<file path="src/rtl/sd_cmd_ctrl.sv">
`default_nettype none
// ============================================================================
// Module   : sd_cmd_ctrl
// Purpose  : SD-card SPI-mode command sequencer. Frames a 6-byte command,
//            drives it byte-by-byte to the SPI byte engine, polls with 0xFF
//            until an R1 byte or NCR_MAX polls, then sends one trailing 0xFF.
//            Owns the card chip select.
// Revision : 1.0  initial release
// ============================================================================
module sd_cmd_ctrl #(
    parameter int NCR_MAX = 8,      // 1..255 poll bytes before timeout
    parameter bit CRC_EN  = 1'b1    // 0: byte 5 is a fixed 8'h01
) (
    input  logic        clk,
    input  logic        reset,
    input  logic        cmd_valid,
    output logic        cmd_ready,
    input  logic [5:0]  cmd_index,
    input  logic [31:0] cmd_arg,
    output logic        resp_valid,
    output logic [7:0]  resp_r1,
    output logic        resp_timeout,
    output logic        xfer_start,
    output logic [7:0]  xfer_tx,
    input  logic        xfer_done,
    input  logic [7:0]  xfer_rx,
    output logic        cs_n,
    output logic        busy
);

    typedef enum logic [2:0] {
        ST_IDLE       = 3'd0,
        ST_SEND       = 3'd1,
        ST_WAIT_CMD   = 3'd2,
        ST_POLL       = 3'd3,
        ST_WAIT_POLL  = 3'd4,
        ST_TRAIL      = 3'd5,
        ST_WAIT_TRAIL = 3'd6,
        ST_RESP       = 3'd7
    } state_t;

    localparam logic [7:0] c_POLL_LAST = 8'(NCR_MAX - 1);
    localparam logic [2:0] c_LAST_BYTE = 3'd5;

    state_t      r_state;
    logic [5:0]  r_idx;
    logic [31:0] r_arg;
    logic [2:0]  r_byte_cnt;
    logic [7:0]  r_poll_cnt;
    logic        r_cs_n;
    logic        r_xfer_start;
    logic [7:0]  r_xfer_tx;
    logic        r_resp_valid;
    logic [7:0]  r_resp_r1;
    logic        r_resp_timeout;

    logic [7:0]  w_crc_byte;
    logic [7:0]  w_frame_byte;

    // CRC7 (x^7 + x^3 + 1), init 0, MSB first
    function automatic logic [6:0] crc7(input logic [39:0] d);
        logic [6:0] c;
        logic       fb;
        c = 7'd0;
        for (int i = 39; i >= 0; i--) begin
            fb = d[i] ^ c[6];
            c  = {c[5:0], 1'b0};
            if (fb) c = c ^ 7'h09;
        end
        return c;
    endfunction

    generate
        if (CRC_EN) begin : g_crc
            assign w_crc_byte = {crc7({2'b01, r_idx, r_arg}), 1'b1};
        end else begin : g_no_crc
            assign w_crc_byte = 8'h01;
        end
    endgenerate

    // Select the frame byte addressed by the byte counter
    always_comb begin
        w_frame_byte = w_crc_byte;
        case (r_byte_cnt)
            3'd0:    w_frame_byte = {2'b01, r_idx};
            3'd1:    w_frame_byte = r_arg[31:24];
            3'd2:    w_frame_byte = r_arg[23:16];
            3'd3:    w_frame_byte = r_arg[15:8];
            3'd4:    w_frame_byte = r_arg[7:0];
            default: w_frame_byte = w_crc_byte;
        endcase
    end

    // Command sequencer; all outputs registered, start/valid are single-cycle pulses
    always_ff @(posedge clk) begin
        if (reset) begin
            r_state        <= ST_IDLE;
            r_idx          <= 6'd0;
            r_arg          <= 32'd0;
            r_byte_cnt     <= 3'd0;
            r_poll_cnt     <= 8'd0;
            r_cs_n         <= 1'b1;
            r_xfer_start   <= 1'b0;
            r_xfer_tx      <= 8'hFF;
            r_resp_valid   <= 1'b0;
            r_resp_r1      <= 8'hFF;
            r_resp_timeout <= 1'b0;
        end else begin
            r_xfer_start <= 1'b0;
            r_resp_valid <= 1'b0;
            case (r_state)
                ST_IDLE: begin
                    if (cmd_valid) begin
                        r_idx      <= cmd_index;
                        r_arg      <= cmd_arg;
                        r_cs_n     <= 1'b0;
                        r_byte_cnt <= 3'd0;
                        r_state    <= ST_SEND;
                    end
                end
                ST_SEND: begin
                    r_xfer_start <= 1'b1;
                    r_xfer_tx    <= w_frame_byte;
                    r_state      <= ST_WAIT_CMD;
                end
                ST_WAIT_CMD: begin
                    if (xfer_done) begin
                        if (r_byte_cnt == c_LAST_BYTE) begin
                            r_poll_cnt <= 8'd0;
                            r_state    <= ST_POLL;
                        end else begin
                            r_byte_cnt <= r_byte_cnt + 3'd1;
                            r_state    <= ST_SEND;
                        end
                    end
                end
                ST_POLL: begin
                    r_xfer_start <= 1'b1;
                    r_xfer_tx    <= 8'hFF;
                    r_state      <= ST_WAIT_POLL;
                end
                ST_WAIT_POLL: begin
                    if (xfer_done) begin
                        // a response wins over timeout on the last poll byte
                        if (!xfer_rx[7]) begin
                            r_resp_r1      <= xfer_rx;
                            r_resp_timeout <= 1'b0;
                            r_state        <= ST_TRAIL;
                        end else if (r_poll_cnt == c_POLL_LAST) begin
                            r_resp_r1      <= 8'hFF;
                            r_resp_timeout <= 1'b1;
                            r_state        <= ST_TRAIL;
                        end else begin
                            r_poll_cnt <= r_poll_cnt + 8'd1;
                            r_state    <= ST_POLL;
                        end
                    end
                end
                ST_TRAIL: begin
                    r_xfer_start <= 1'b1;
                    r_xfer_tx    <= 8'hFF;
                    r_state      <= ST_WAIT_TRAIL;
                end
                ST_WAIT_TRAIL: begin
                    if (xfer_done) begin
                        r_cs_n       <= 1'b1;
                        r_resp_valid <= 1'b1;
                        r_state      <= ST_RESP;
                    end
                end
                // resp_valid cycle; ready returns on the following cycle
                ST_RESP: begin
                    r_state <= ST_IDLE;
                end
                default: begin
                    r_state <= ST_IDLE;
                end
            endcase
        end
    end

    assign cmd_ready    = (r_state == ST_IDLE);
    assign busy         = (r_state != ST_IDLE);
    assign cs_n         = r_cs_n;
    assign xfer_start   = r_xfer_start;
    assign xfer_tx      = r_xfer_tx;
    assign resp_valid   = r_resp_valid;
    assign resp_r1      = r_resp_r1;
    assign resp_timeout = r_resp_timeout;

endmodule
`default_nettype wire

</file>
<file path="config.mk">
export PLATFORM = sky130hd
export DESIGN_NAME = sd_cmd_ctrl
export DESIGN_NICKNAME = d
export VERILOG_FILES = /design/src/rtl/sd_cmd_ctrl.sv
export SDC_FILE = /design/constraint.sdc
export NUM_CORES = 1
export LEC_CHECK = 0
export CAP_MARGIN = 20
export CORE_MARGIN = 1
export CORE_UTILIZATION = 52
export CTS_BUF_LIST = sky130_fd_sc_hd__clkbuf_16
export CTS_CLUSTER_SIZE = 10
export DETAILED_ROUTE_END_ITERATION = 12
export PLACE_DENSITY = 0.8
export SLEW_MARGIN = 20
export SYNTH_ARGS = -nofsm -noshare
export SYNTH_HDL_FRONTEND = slang
export SYNTH_SLANG_ARGS = --single-unit
</file>
<file path="constraint.sdc">
create_clock -name clk -period 3.1 [get_ports clk]
set_input_delay 0.775 -clock clk [delete_from_list [all_inputs] [get_ports clk]]
set_output_delay 0.775 -clock clk [all_outputs]
set_load 0.1 [all_outputs]
</file>
==> results.md, run 1 <==
* Detail Placement HPWL at 6.61 mm
* Max cap viols at 0
* Via/cell ratio at 5.41
* Fillcell total at 562
* Global-route wire length before repair at 14.9 mm
* Post-synth top flop: dfxtp_1
* Post-Layout Cell Count at 610
* Setup TNS at 0 ps
* Final worst setup slack at 441 ps
* Root Buffer: clkbuf_16
* Max Freq at 376 MHz
* Layout Skew at 2.70 ps
* Worst-Skew Late Latency at 330 ps
* Placed instance area at 4540 sq um
* WL final at 9.06 mm
* Reg area at 1440 sq um
* First-iteration detailed-routing DRC count at 164
* YS warnings at 0
* GPL Wtd Cong at 0.924
* Crit. End Element: flip-flop
* Final nets at 565
* Multi-input logic area at 2260 sq um
* Post-route ant nets at 0
* Yosys reg bits at 72
* IO Port Bufs at 71
* Maximum VDD drop at 0.000394 V
* N_diodes at 0
* Hold_buf cts at 0
* Placed cells at 594
* GRT Total Usage at 25.6%
* Hold Crit Class: reg2reg
* CTS sink cnt at 72
* Number of global-route vias before repair at 3219
* Slew Viols, Final at 0
* Design area at 4850 sq um
* Comb pwr share at 39.9%
* Pre-CTS setup slack at 483 ps
* Clock power frac at 30.6%
* Residual DRC at 0
* Status: finished, final reports clean
* Post_cts resized at 0
* Setup repair bufs after CTS at 0
* Yosys cell types at 39
* I/O pins at 72
* Final Cycle Share at 85.8%
* Final hold violations at 0
* Worst EP arrival at 2920 ps
* Post-synth ARST share at 0%
* Largest net degree at the start of global routing at 50
* CTS max path bufs at 2
* Mapped Area at 3810 sq um
* Switch Pwr at 1.10 mW
* Htree depth at 3
* Setup violations, final at 0
* Die Ht at 87.6 microns
* Die Area at 7680 sq um
* Initial antenna violation count at 0
* Syn_nets at 504
* Switching Fraction at 31.1%
* Syn Inst Count at 448
* Overall Power at 3.53 mW
* Crit Path Category: reg2reg
* Core Region at 6940 sq um
* Wire length per cell at 14.8 microns
* CP max FO at 4
* Fraction of layout cells with a size suffix above 1 at 9.14%
* Register area share after synthesis at 37.8%
* Sequential Power Share at 29.5%
* Initial Util at 54.9%
* Avg Cell Area, Syn at 8.51 sq um
* Post-synth EDFFs at 0
* Vias post-DR at 3298
* GR Overflow Total at 0
* Horiz. Die Dim at 87.6 microns
* Power Dens Cells at 726 nW/um^2
* CTS tree: done
* Worst slew pin tran at 629 ps
* Worst-path clk slew at 60 ps
* Fin crit period at 2660 ps
* Router iterations before antenna repair at 5
* Worst EP required at 3360 ps
* Synth-to-layout area growth at 27.3%
* Std cell rows at 30
* Rel. slew slack at 58.0%
* Startpoint Class: flip-flop
* LEAKAGE at 1.95 nW
* Pint at 2.43 mW
* RSZ-0062 raised after global routing: false
* CTS Buf Count at 9
critical path: stages, from the launching register on:
cell      delay (ps)
dfxtp_1          410
xnor3_2          520
xnor3_1          430
xnor3_1          320
xnor2_2          230
xnor3_1          400
nand2b_1         140
a31oi_1          150
registers in the layout, summed over array words and instances, names as in the netlist:
signal / cells
cs_n: 1
r_arg: 32
r_byte_cnt: 3
r_idx: 6
r_poll_cnt: 8
r_state: 3
resp_r1: 8
resp_timeout: 1
resp_valid: 1
xfer_start: 1
xfer_tx: 8
area by class of cell:
type	instances	area share, %
Multi-Input combinational cell	343	46.5
Sequential cell	72	29.7
Timing Repair Buffer	77	14.4
Clock buffer	9	4.64
Tap cell	96	2.47
Clock inverter	7	1.78
Inverter	6	0.464
cell usage in the layout, fill, tap and decap left out, drive strengths merged, types with 2 or more instances in the layout:
cell / count
nand2: 94
dfxtp: 72
a21oi: 57
clkdlybuf4s50: 49
nor2: 41
xnor2: 39
buf: 28
xnor3: 17
o21ai: 13
xor2: 11
nor3: 11
clkbuf: 9
nand3: 8
a31oi: 7
inv: 6
a222oi: 6
ha: 6
and3: 5
nand2b: 4
clkinv: 4
a221oi: 3
xor3: 2
nand4: 2
o211ai: 2
bufinv: 2
synthesized netlist by cell type (2+ instances only):
master    number  share of area, %
a21oi_1       57               7.5
a221oi_1       3              0.69
a222oi_1       6               1.6
a31oi_1        7               1.1
and3_1         5              0.82
clkbuf_1      27               2.7
dfxtp_1       72                38
ha_1           6               2.0
inv_1          6              0.59
nand2_1       94               9.3
nand2b_1       4              0.66
nand3_1        8               1.1
nand4_1        2              0.33
nor2_1        41               4.0
nor3_1        11               1.4
o211ai_1       2              0.39
o21ai_0       12               1.6
xnor2_1       37               8.5
xnor2_2        2              0.85
xnor3_1       16               9.5
xor2_1        11               2.5
xor3_1         2               1.2
power groups by stage:
stage	registers (mW)	clock network (mW)	logic, mW
after CTS	1.04	1.10	1.41
final	1.04	1.08	1.41
after global placement	1.06	0	1.39
after global routing	1.05	1.13	1.53
after detailed placement	1.06	0	1.40
after floorplan	1.13	0	1.09
layer usage:
metal | track usage (%) | part of all wire [%]
met4 | 10.4 | 2.4
met5 | 0 | 0
met3 | 6.22 | 5.7
met2 | 45.1 | 49
met1 | 29.9 | 43
metrics by stage:
step	hold slack, ps	util [%]
final	460	69.9
after CTS	467	69.9
after floorplan	450	-
after detailed placement	459	65.4
after global placement	446	65.4
after global routing	489	69.9
cell families (layout without fill, tap and decap cells):
| group | count (synthesis) | count (layout) | share of synthesized area [%] |
|---|---|---|---|
| and+or+nand+nor | 171 | 171 | 18.8 |
| AOI/OAI and AO/OA | 96 | 96 | 14.7 |
| DFF | 72 | 72 | 37.8 |
| xor gates and xnor gates | 69 | 69 | 23.2 |
| buffers and inverters | 33 | 99 | 3.25 |
| adders and majority gates | 6 | 6 | 1.97 |
| muxes | 1 | 1 | 0.263 |
final timing paths:
check        cells after the start                        end  slack, ps                      start
min reg2reg                      2  resp_timeout$_SDFFE_PP0P_        460  resp_timeout$_SDFFE_PP0P_
max                              7    xfer_tx[4]$_SDFFE_PP1P_        440     r_arg[31]$_SDFFE_PP0P_
max reg2reg                      7    xfer_tx[4]$_SDFFE_PP1P_        440     r_arg[31]$_SDFFE_PP0P_
min                              2  resp_timeout$_SDFFE_PP0P_        460  resp_timeout$_SDFFE_PP0P_
No activity file was read; power rests on OpenSTA's default activity.
==> inputs of run 2 (changes only) <==
--- a/config.mk
+++ b/config.mk
@@ -5,6 +5,7 @@
 export SDC_FILE = /design/constraint.sdc
 export NUM_CORES = 1
 export LEC_CHECK = 0
+export ABC_CLOCK_PERIOD_IN_PS = 3100
 export CAP_MARGIN = 20
 export CORE_MARGIN = 1
 export CORE_UTILIZATION = 52
==> constraint.sdc (replaced) <==
create_clock -name clk -period 3.1 [get_ports clk]
set_input_delay 0.775 -clock clk [delete_from_list [all_inputs] [get_ports clk]]
set_output_delay 0.775 -clock clk [all_outputs]
set_load 0.01 [all_outputs]
==> run 2 against run 1 <==
First-iteration DRC count grew 37%. Utilization rose by 1.3 points. Cell area up 1.9%. Via count rose by 3.4%. Sequential share of layout area fell by 0.56 points. Wire length increased by 5.9%. Combinational power decreased by 8%. Clock power is 15% higher. Die area unchanged. Non-clock buffer count is the same. Hold slack gained 6.1 ps. Register-to-register slack gained 20 ps.
==> results.md, run 2 (synthesis gave the netlist of run 1 again) <==
* Design area at 4950 sq um
* Largest Register: r_arg
* Rel. slew slack at 52.5%
* IO Port Bufs at 71
* Crit Path Category: reg2reg
* Worst hold margin at 466 ps
* Fraction of layout cells with a size suffix above 1 at 4.47%
* RSZ-0062 raised after global routing: false
* Residual DRC at 0
* Pre-CTS setup slack at 506 ps
* Post-Layout Cell Count at 610
* Setup TNS at 0 ps
* Min-delay src: resp_timeout$_SDFFE_PP0P_
* Fin crit period at 2640 ps
* Placed instance area at 4590 sq um
* CTS tree: done
* Placed cells at 594
* CP max FO at 5
* Critical Path Start: r_idx[2]$_SDFFE_PP0P_
* DR WL met3 at 600 microns
* WL final at 9.59 mm
* Most common cell after layout, fill and taps aside: nand2_1
* Number of global-route vias before repair at 3200
* Most frequent cells in the layout: 94 x nand2_1, 72 x dfxtp_1, 71 x clkdlybuf4s50_1
* I/O pins at 72
* Slew Viols, Final at 0
* Layout Skew at 3.74 ps
* GPL Wtd Cong at 0.933
* Via/cell ratio at 5.59
* Crit. End Element: flip-flop
* Top Layer Used: met4
* Power Dens Cells at 725 nW/um^2
* Worst-path clk slew at 60 ps
* Worst EP arrival at 2890 ps
* Worst slew pin tran at 712 ps
* N_diodes at 0
* Synth-to-layout area growth at 29.8%
* Detail Placement HPWL at 6.78 mm
* Final worst setup slack at 464 ps
* Std cell rows at 30
* Die Ht at 87.6 microns
* Hold_buf cts at 0
* Horiz. Die Dim at 87.6 microns
* Startpoint Class: flip-flop
* Setup violations, final at 0
* Fin util at 71.2%
* Hold depth at 2
* Max cap viols at 0
* Max reg flops at 32
* Overall Power at 3.58 mW
* Initial antenna violation count at 0
* GRT Total Usage at 26.7%
* Final Cycle Share at 85.0%
* Htree depth at 3
* Maximum VDD drop at 0.000458 V
* Global-route wire length before repair at 15.5 mm
* Die Area at 7680 sq um
* First-iteration detailed-routing DRC count at 225
* Post_cts resized at 0
* Max Freq at 379 MHz
* Setup repair bufs after CTS at 0
* Status: finished, final reports clean
* Final nets at 565
* Vias post-DR at 3411
* Hold Crit Class: reg2reg
* CTS max path bufs at 2
* M1 WL at 3.80 mm
* Fillcell total at 540
* Post-route ant nets at 0
* Worst-Skew Late Latency at 330 ps
* Largest net degree at the start of global routing at 50
* LEAKAGE at 1.96 nW
* Initial Util at 54.9%
* Wire length per cell at 15.7 microns
* Root Buffer: clkbuf_16
* Worst r2r src: r_idx[2]$_SDFFE_PP0P_
* Worst EP required at 3360 ps
* Met2 routed WL at 4.90 mm
* GR Overflow Total at 0
* Router iterations before antenna repair at 5
* Final hold violations at 0
* Cell count of the worst reg-to-reg path at 7
* Core Region at 6940 sq um
* CTS Buf Count at 9
* CTS sink cnt at 72
[run 2: cell count changes in the layout (fill, tap and decap cells not counted)]
cell	delta
clkdlybuf4s50_1	+22
inv_1	+1
nor3_4	-1
bufinv_16	+2
nor3_1	+1
clkinv_2	-3
buf_4	-22
[run 2: cell type report]
| type | instances | area (sq um) | area share, % |
|---|---|---|---|
| inverters | 6 | 22.5 | 0.455 |
| clock buffers | 9 | 225 | 4.55 |
| clock inverters | 7 | 135 | 2.73 |
| well taps | 96 | 120 | 2.43 |
| flip-flops and latches | 72 | 1440 | 29.1 |
| repair buffers | 77 | 756 | 15.3 |
| multi-input cells | 343 | 2250 | 45.4 |
[run 2: worst max-delay path: stages (launching register included)]
cell and delay, ps:
dfxtp_1 370, xnor2_1 340, xnor3_1 480, xnor3_1 460
xnor2_2 220, xnor3_1 400, nand2b_1 140, a31oi_1 150
[run 2: report_power, final]
group | switching (mW) | total (mW) | leakage [nW] | internal, mW
clock network | 0.381 | 1.24 | 0.174 | 0.861
logic | 0.541 | 1.30 | 1.19 | 0.760
registers | 0.0638 | 1.04 | 0.588 | 0.978
total | 0.985 | 3.58 | 1.96 | 2.60
[run 2: metal layers]
layer  global-route usage (%)  vias to the layer above
li1                         -                     1651
met2                     47.5                      148
met4                     14.0                        0
met5                        0                        -
met3                     4.52                       26
met1                     30.8                     1586
[run 2: worst paths after layout]
check	slack, ps	end
max	460	xfer_tx[4]$_SDFFE_PP1P_
min	470	resp_timeout$_SDFFE_PP0P_
max reg2reg	460	xfer_tx[4]$_SDFFE_PP1P_
min reg2reg	470	resp_timeout$_SDFFE_PP0P_
==> inputs of run 3 (changes only) <==
--- a/config.mk
+++ b/config.mk
@@ -7,9 +7,11 @@
 export LEC_CHECK = 0
 export ABC_CLOCK_PERIOD_IN_PS = 3100
 export CAP_MARGIN = 20
+export CORE_ASPECT_RATIO = 1.2
 export CORE_MARGIN = 1
 export CORE_UTILIZATION = 52
 export CTS_BUF_LIST = sky130_fd_sc_hd__clkbuf_16
+export CTS_CLUSTER_DIAMETER = 200
 export CTS_CLUSTER_SIZE = 10
 export DETAILED_ROUTE_END_ITERATION = 12
 export PLACE_DENSITY = 0.8
==> run 3 against run 2 <==
Maximum frequency up 1.9%. Sequential share of layout area up 0.26 points. Utilization down 0.97 points. Critical path depth unchanged. Count of clock-buffer cells in the layout unchanged. Via count down 1.8%.
==> results.md, run 3 (synthesis gave the netlist of run 1 again) <==
* Status: finished, final reports clean
* Worst-path clk slew at 60 ps
* N_diodes at 0
* Max Freq at 387 MHz
* GPL Wtd Cong at 0.865
* Setup TNS at 0 ps
* CTS Buf Count at 9
* I/O pins at 72
* GRT Total Usage at 26.9%
* Final Cycle Share at 83.4%
* Horiz. Die Dim at 80.2 microns
* Design area at 4900 sq um
* Crit. End Element: flip-flop
* Placed cells at 584
* LEAKAGE at 1.94 nW
* Post-route ant nets at 0
* Wire length per cell at 15.9 microns
* Most common cell after layout, fill and taps aside: nand2_1
* Die Area at 7680 sq um
* Detail Placement HPWL at 6.94 mm
* Most frequent cells in the layout: 94 x nand2_1, 72 x dfxtp_1, 71 x clkdlybuf4s50_1
* Setup repair bufs after CTS at 0
* CP max FO at 5
* Hold Crit Class: reg2reg
* Max reg flops at 32
* Htree depth at 3
* WL final at 9.54 mm
* Core Region at 6980 sq um
* Maximum VDD drop at 0.000409 V
* Global-route wire length before repair at 15.4 mm
* Root Buffer: clkbuf_16
* Largest net degree at the start of global routing at 50
* Pre-CTS setup slack at 519 ps
* Worst EP required at 3360 ps
* First-iteration detailed-routing DRC count at 179
* Worst-Skew Late Latency at 330 ps
* Vias post-DR at 3350
* Fin util at 70.3%
* Power Dens Cells at 715 nW/um^2
* Via/cell ratio at 5.58
* Slew Viols, Final at 0
* Initial antenna violation count at 0
* RSZ-0062 raised after global routing: false
* Initial Util at 54.6%
* Final nets at 564
* Synth-to-layout area growth at 28.6%
* Post-Layout Cell Count at 600
* Residual DRC at 0
* Max cap viols at 0
* Largest Register: r_arg
* Fraction of layout cells with a size suffix above 1 at 4.29%
* Startpoint Class: flip-flop
* Setup violations, final at 0
* Worst slew pin tran at 766 ps
* GR Overflow Total at 0
* Overall Power at 3.51 mW
* CTS sink cnt at 72
* Rel. slew slack at 48.5%
* Final worst setup slack at 514 ps
* Crit Path Category: reg2reg
* Reg2reg setup slack at 510 ps
* CTS tree: done
* Router iterations before antenna repair at 5
* Die Ht at 95.8 microns
* Std cell rows at 33
* CTS max path bufs at 2
* Post_cts resized at 0
* Layout Skew at 3.37 ps
* IO Port Bufs at 71
* Worst EP arrival at 2840 ps
* Fillcell total at 566
* Worst hold margin at 469 ps
* Final hold violations at 0
* Number of global-route vias before repair at 3167
* Placed instance area at 4570 sq um
* Fin crit period at 2590 ps
* Hold_buf cts at 0
[run 3: cell count changes in the layout (fill, tap and decap cells not counted), sizes merged]
cell / previous run / this run
inv: 7 / 6
buf: 6 / 5
clkinv: 1 / 3
bufinv: 4 / 3
[run 3: worst paths after layout]
| path | from | end | cells after the start |
|---|---|---|---|
| max | r_idx[2]$_SDFFE_PP0P_ | xfer_tx[4]$_SDFFE_PP1P_ | 7 |
| min | resp_r1[7]$_SDFFE_PP1P_ | resp_r1[7]$_SDFFE_PP1P_ | 2 |
| max reg2reg | r_idx[2]$_SDFFE_PP0P_ | xfer_tx[4]$_SDFFE_PP1P_ | 7 |
| min reg2reg | resp_r1[7]$_SDFFE_PP1P_ | resp_r1[7]$_SDFFE_PP1P_ | 2 |
[run 3: where the power goes]
group / internal (mW) / total [mW] / leakage [nW] / switching, mW
registers: 0.978 / 1.04 / 0.588 / 0.0642
logic: 0.759 / 1.31 / 1.19 / 0.548
clock network: 0.778 / 1.16 / 0.161 / 0.379
[run 3: final cells by class]
cell class,instances,area (sq um),share of cell area [%]
Clock inverter,7,110,2.25
Inverter,6,22.5,0.459
Timing Repair Buffer,76,748,15.3
Sequential cell,72,1440,29.4
Tap cell,87,109,2.22
Multi-Input combinational cell,343,2250,45.8
Clock buffer,9,225,4.59
[run 3: routing by layer]
metal	track usage [%]	vias to the layer above	share of wire, %
met5	0	-	0
met4	10.7	0	2.1
met3	4.27	17	4.4
met2	49.9	108	52
met1	30.6	1580	41
li1	-	1645	-
[run 3: critical path, cell delays in order, from the launching register on]
cell and delay [ps]:
dfxtp_1 360, xnor2_1 320, xnor3_1 470, xnor3_1 450, xnor2_2 230, xnor3_1 400
nand2b_1 140, a31oi_1 140
